==> src/rtl/adder_result_accum_if.sv <==
// Beat/result handshake bundle between the adder output stage, the batch
// accumulator and its consumer. The slave view is the accumulator's side.
interface adder_result_accum_if #(
  parameter int WIDTH = 32,
  parameter int ACC_W = 40,
  parameter int CW    = 3
);
  logic             in_valid;
  logic             in_ready;
  logic [WIDTH-1:0] in_s;
  logic             in_cout;
  logic             out_valid;
  logic             out_ready;
  logic [ACC_W-1:0] out_sum;
  logic [CW-1:0]    out_carries;
  logic             out_ovf;

  modport master (
    output in_valid, in_s, in_cout, out_ready,
    input  in_ready, out_valid, out_sum, out_carries, out_ovf
  );

  modport slave (
    input  in_valid, in_s, in_cout, out_ready,
    output in_ready, out_valid, out_sum, out_carries, out_ovf
  );
endinterface

==> src/rtl/adder_result_accum.sv <==
// Accumulates COUNT {cout, s} beats from the adder into a wide sum, counts
// carry-outs and flags wrap, then holds the batch result on a valid/ready port.
module adder_result_accum #(
  parameter int WIDTH = 32,
  parameter int COUNT = 4,
  parameter int EXT   = 8
) (
  input  logic                 clk,
  input  logic                 rst,
  adder_result_accum_if.slave  bus
);
  localparam int ACC_W = WIDTH + EXT;
  localparam int CW    = $clog2(COUNT + 1);

  typedef enum logic [1:0] {
    IDLE  = 2'd0,
    ACCUM = 2'd1,
    HOLD  = 2'd2
  } state_t;

  state_t           r_state;
  logic [ACC_W-1:0] r_acc;
  logic [CW-1:0]    r_cnt;
  logic [CW-1:0]    r_carries;
  logic             r_ovf;
  logic             r_out_valid;
  logic             r_in_ready;

  logic             w_accept;
  logic [ACC_W-1:0] w_beat;
  logic [ACC_W:0]   w_sum;
  logic             w_last;

  // Readiness is a pure state decode, so acceptance never looks at out_ready.
  assign w_accept = bus.in_valid && r_in_ready;
  assign w_beat   = ACC_W'({bus.in_cout, bus.in_s});
  assign w_sum    = {1'b0, r_acc} + {1'b0, w_beat};
  assign w_last   = (r_cnt == CW'(COUNT - 1));

  // NOTE: every register here is updated with non-blocking assignments so all
  // of them see pre-edge values; blocking here would chain updates in one edge.
  always_ff @(posedge clk) begin
    if (rst) begin
      r_state     <= IDLE;
      r_acc       <= '0;
      r_cnt       <= '0;
      r_carries   <= '0;
      r_ovf       <= 1'b0;
      r_out_valid <= 1'b0;
      r_in_ready  <= 1'b1;
    end else begin
      case (r_state)
        IDLE, ACCUM: begin
          if (w_accept) begin
            r_acc     <= w_sum[ACC_W-1:0];
            r_ovf     <= r_ovf | w_sum[ACC_W];
            r_carries <= r_carries + CW'(bus.in_cout);
            r_cnt     <= r_cnt + CW'(1);
            if (w_last) begin
              r_state     <= HOLD;
              r_out_valid <= 1'b1;
              r_in_ready  <= 1'b0;
            end else begin
              r_state <= ACCUM;
            end
          end
        end
        HOLD: begin
          if (bus.out_ready) begin
            r_state     <= IDLE;
            r_acc       <= '0;
            r_cnt       <= '0;
            r_carries   <= '0;
            r_ovf       <= 1'b0;
            r_out_valid <= 1'b0;
            r_in_ready  <= 1'b1;
          end
        end
        default: begin
          r_state     <= IDLE;
          r_acc       <= '0;
          r_cnt       <= '0;
          r_carries   <= '0;
          r_ovf       <= 1'b0;
          r_out_valid <= 1'b0;
          r_in_ready  <= 1'b1;
        end
      endcase
    end
  end

  assign bus.in_ready    = r_in_ready;
  assign bus.out_valid   = r_out_valid;
  assign bus.out_sum     = r_acc;
  assign bus.out_carries = r_carries;
  assign bus.out_ovf     = r_ovf;
endmodule

==> src/flat_wrapper.sv <==
// flat-port wrapper written by rule: the top's interface ports become plain ports
module adder_result_accum_flat 
#(
  parameter int WIDTH = 32,
  parameter int COUNT = 4,
  parameter int EXT   = 8
)
  (clk, rst, bus_in_valid, bus_in_s, bus_in_cout, bus_out_ready, bus_in_ready, bus_out_valid, bus_out_sum, bus_out_carries, bus_out_ovf);
  adder_result_accum_if #(.WIDTH(WIDTH), .ACC_W((WIDTH + EXT)), .CW(($clog2(COUNT + 1)))) bus_i ();
  input  logic clk;
  input  logic rst;
  input wire logic [$bits(bus_i.in_valid)-1:0] bus_in_valid;
  input wire logic [$bits(bus_i.in_s)-1:0] bus_in_s;
  input wire logic [$bits(bus_i.in_cout)-1:0] bus_in_cout;
  input wire logic [$bits(bus_i.out_ready)-1:0] bus_out_ready;
  output wire logic [$bits(bus_i.in_ready)-1:0] bus_in_ready;
  output wire logic [$bits(bus_i.out_valid)-1:0] bus_out_valid;
  output wire logic [$bits(bus_i.out_sum)-1:0] bus_out_sum;
  output wire logic [$bits(bus_i.out_carries)-1:0] bus_out_carries;
  output wire logic [$bits(bus_i.out_ovf)-1:0] bus_out_ovf;
  assign bus_i.in_valid = bus_in_valid;
  assign bus_i.in_s = bus_in_s;
  assign bus_i.in_cout = bus_in_cout;
  assign bus_i.out_ready = bus_out_ready;
  assign bus_in_ready = bus_i.in_ready;
  assign bus_out_valid = bus_i.out_valid;
  assign bus_out_sum = bus_i.out_sum;
  assign bus_out_carries = bus_i.out_carries;
  assign bus_out_ovf = bus_i.out_ovf;
  adder_result_accum #(.WIDTH(WIDTH), .COUNT(COUNT), .EXT(EXT)) u_core (.clk(clk), .rst(rst), .bus(bus_i));
endmodule
==> config.mk <==
export PLATFORM = sky130hd
export DESIGN_NAME = adder_result_accum_flat
export DESIGN_NICKNAME = d
export VERILOG_FILES = /design/src/rtl/adder_result_accum_if.sv /design/src/rtl/adder_result_accum.sv /design/src/flat_wrapper.sv
export SDC_FILE = /design/constraint.sdc
export NUM_CORES = 1
export LEC_CHECK = 0
export CORE_MARGIN = 2
export CORE_UTILIZATION = 25
export CTS_CLUSTER_SIZE = 10
export DETAILED_ROUTE_END_ITERATION = 10
export PLACE_DENSITY = 0.55
export SETUP_SLACK_MARGIN = 0.05
export SYNTH_ARGS = -nofsm -noshare
export SYNTH_HDL_FRONTEND = slang
export SYNTH_SLANG_ARGS = --single-unit
==> constraint.sdc <==
create_clock -name clk -period 3.3 [get_ports clk]
set_clock_uncertainty 0.05 [all_clocks]
set_input_delay 0.825 -clock clk [delete_from_list [all_inputs] [get_ports clk]]
set_output_delay 0.825 -clock clk [all_outputs]
set_load 0.01 [all_outputs]
==> flow_metrics.tcl <==
set metrics [dict create \
    stdcell_count 791 \
    avgSynthCellArea_um2 8.02 \
    peakVddDrop_mv 0.209 \
    routed_wl_mm 12.0 \
    rsz0062_at_grt "yes" \
    p_leak_nw 2.29 \
    yosys.area.top_type_share_pct 27.3 \
    total_power_w 0.00256 \
    outcome "finished clean" \
    crit_path_end_kind "register" \
    routedWlPerCell_um 15.2 \
    cts_tree "built" \
    ioPinCount 83 \
    rows 44 \
    syn_to_final_growth_pct 46.0 \
    critical_path.max_stage_delay_ns 0.47 \
    setup_viol 0 \
    timing.rr.end "u_core.bus.out_sum[32]" \
    hp-class "register to register" \
    hold_viol_final 0 \
    antenna_found_initial 0 \
    yosysTopAreaCell "dfxtp_1" \
    initial_core_util_pct 25.7 \
    cts_max_path_buffers 2 \
    yosys_warnings 0 \
    fmax_ghz 0.317 \
    grt_pass1_vias 3937 \
    die_h_um 126 \
    fin_crit_sh_pct 95.7 \
    timing.rr.start "u_core.bus.out_sum[13]" \
    grt_max_degree 22 \
    hpwl_mm 9.41 \
    synthArstFlopShare_pct 0 \
    tightest_slew_ns 1.05 \
    post_cts_hold_buffer_count 0 \
    avgViaCountPerCell 5.07 \
    crit_required_ns 3.50 \
    root_buffer "clkbuf_16" \
    routabilityCongestion 0.896 \
    min_path_cells 2 \
    io_buffers 82 \
    synth_ff_type "dfxtp_1" \
    power-per-cell-area_nw_per_um2 468 \
    cp_max_fo 5 \
    synth_seq_cells 51 \
    ys_seq_area_share_pct 27.3 \
    drc 0 \
    htree_num_levels 2 \
    grt_pass1_wl_mm 19.3 \
    place_inst 781 \
    finalSetupTns_ns 0 \
    vias 4012 \
    max_cap_violations 0 \
    synth_cell_types 66 \
    drt-initial-drc-count 208 \
    clkSinkCount 51 \
    clock_latency_ns 0.31 \
    netlist_instances 467 \
    worst_path_max_delay_cell "clkdlybuf4s50_1" \
    fin_crit_ns 3.16 \
    r2r_setup_slack_ns 0.75 \
    globalRoute.totalOverflow 0 \
    synth-edff-count 0 \
    drive_gt1_share_pct 19.1 \
    slew_headroom_pct 30.0 \
    track_usage_pct 14.8 \
    ys_top_cells_by_area "dfxtp_1, ha_1, a21oi_1" \
    cts_buffers 5 \
    dr.pass1.iters 4 \
    cts.clk_slew.worst_paths_ns 0.07 \
    hold_slack_ns 0.400 \
    critPathKind "primary input to register" \
    post-route-util_pct 37.5 \
    syn_area_um2 3740 \
    path_cells "clkdlybuf4s50_1 -> ha_2 -> a21oi_1 -> o2111a_1 -> o31ai_1 -> and3b_1 -> a311o_1 -> a31oi_4 -> mux2i_1 -> o221a_1" \
    core-area_um2 14600 \
    worst_setup_path_start_kind "primary input" \
    dieArea_um2 16000 \
    reg2reg_depth 9 \
    arrival_ns 3.35 \
    synthesis.nets 542 \
    slew_viol_final 0 \
    ant_nets 0 \
    diodes 0 \
    die_w_um 126 \
    nets 681 \
    hold_end "u_core.bus.out_ovf" \
    min_from "u_core.bus.out_ovf" \
]
power by group:
part           switching [W]  internal (W)
logic               0.000605      0.000634
clock network       0.000274      0.000289
registers          0.0000713      0.000685
total               0.000950       0.00161
metrics by stage:
step | setup WS (ns) | instance area [um^2]
final | 0.143 | 5470
after CTS | 0.0826 | 5330
after global placement | -0.244 | 5170
after floorplan | 0.297 | 3740
after global routing | 0.0333 | 5470
after detailed placement | -0.368 | 5170
sequential cells by signal, indices dropped and copies added, names as in the netlist:
register,cells
u_core.r_state,2
u_core.bus.out_carries,3
u_core.bus.out_valid,1
u_core.r_cnt,3
u_core.bus.out_ovf,1
u_core.bus.in_ready,1
u_core.bus.out_sum,40
synth_stat cells, drive strengths merged (3+ instances only):
master and n:
ha 37, a31o 3, nand3 8, a211oi 4, xor2 13, buf 6
clkbuf 13, xnor2 16, o21a 3, a21o 13, nand2 60, nor3 5
inv 11, and3 5, o21ai 35, a31oi 9, or2 3, a21oi 47
nand4 8, or3 3, o211ai 3, o31ai 3, o21bai 5, dfxtp 51
and2 3, a22oi 15, nor4 3, nor2 49
worst max path at each step:
stage	from	end	slack, ns
after floorplan	bus_in_s[0]	u_core.bus.out_sum[34]	0.30
after global placement	bus_in_s[0]	u_core.bus.out_sum[32]	-0.24
after detailed placement	bus_in_s[0]	u_core.bus.out_sum[32]	-0.37
after CTS	bus_in_s[0]	u_core.bus.out_sum[36]	0.08
after global routing	bus_in_s[0]	u_core.bus.out_sum[32]	0.03
final	bus_in_s[17]	u_core.bus.out_sum[32]	0.14
area by class of cell:
| type | count | area (um^2) |
|---|---|---|
| inverter | 11 | 41.3 |
| clock buffer | 5 | 125 |
| tap | 184 | 230 |
| timing repair buffer | 151 | 1340 |
| multi-input combinational | 386 | 2680 |
| clock inverter | 3 | 27.5 |
| sequential | 51 | 1020 |
| fill | 1476 | 9120 |
logic make-up after synthesis:
| group | after synthesis | share of synthesized area, % |
|---|---|---|
| adder cells (fa/ha/maj) | 38 | 12.9 |
| AO/OA/AOI/OAI | 160 | 28.7 |
| multiplexers | 2 | 0.535 |
| buffers and inverters | 30 | 4.41 |
| flip-flops | 51 | 27.3 |
| AND/OR/NAND/NOR | 157 | 19.4 |
| XOR/XNOR | 29 | 6.78 |
placed cells by master, fill, tap and decap left out, types with 4 or more instances in the layout:
cell             instances
buf_4                   69
a21o_1                  11
dfxtp_1                 51
clkdlybuf4s50_1         81
ha_4                     4
nand4_1                  7
clkbuf_16                5
a31oi_1                  6
nor3_1                   4
xor2_1                  13
o21ai_0                 30
nor2_1                  47
nand3_1                  8
xnor2_1                 16
inv_1                   11
a21oi_1                 46
nand2_1                 59
ha_1                    30
o21bai_1                 5
a22oi_1                 15
a211oi_1                 4
worst max-delay path: cells and delay by family:
family / cells / cell delay (ns)
compound gates: 6 / 1.31
buf+inv: 1 / 0.47
fa+ha+maj: 1 / 0.31
mux: 1 / 0.24
simple gates: 1 / 0.21
per-layer routing:
metal	GRT usage [%]	routed length, um	vias to the layer above
met2	23.9	5390	106
met5	0	0	-
met4	3.56	146	0
met3	2.95	621	15
li1	-	-	1991
met1	20.3	5850	1900
repair_timing:
item | 4_1_cts | 5_1_grt
buffers inserted | 0 | 2
gates resized for setup | 2 | 22
pin swaps | 0 | 7
setup endpoints to repair | 3 | 18
(Power assumes the default switching activity.)
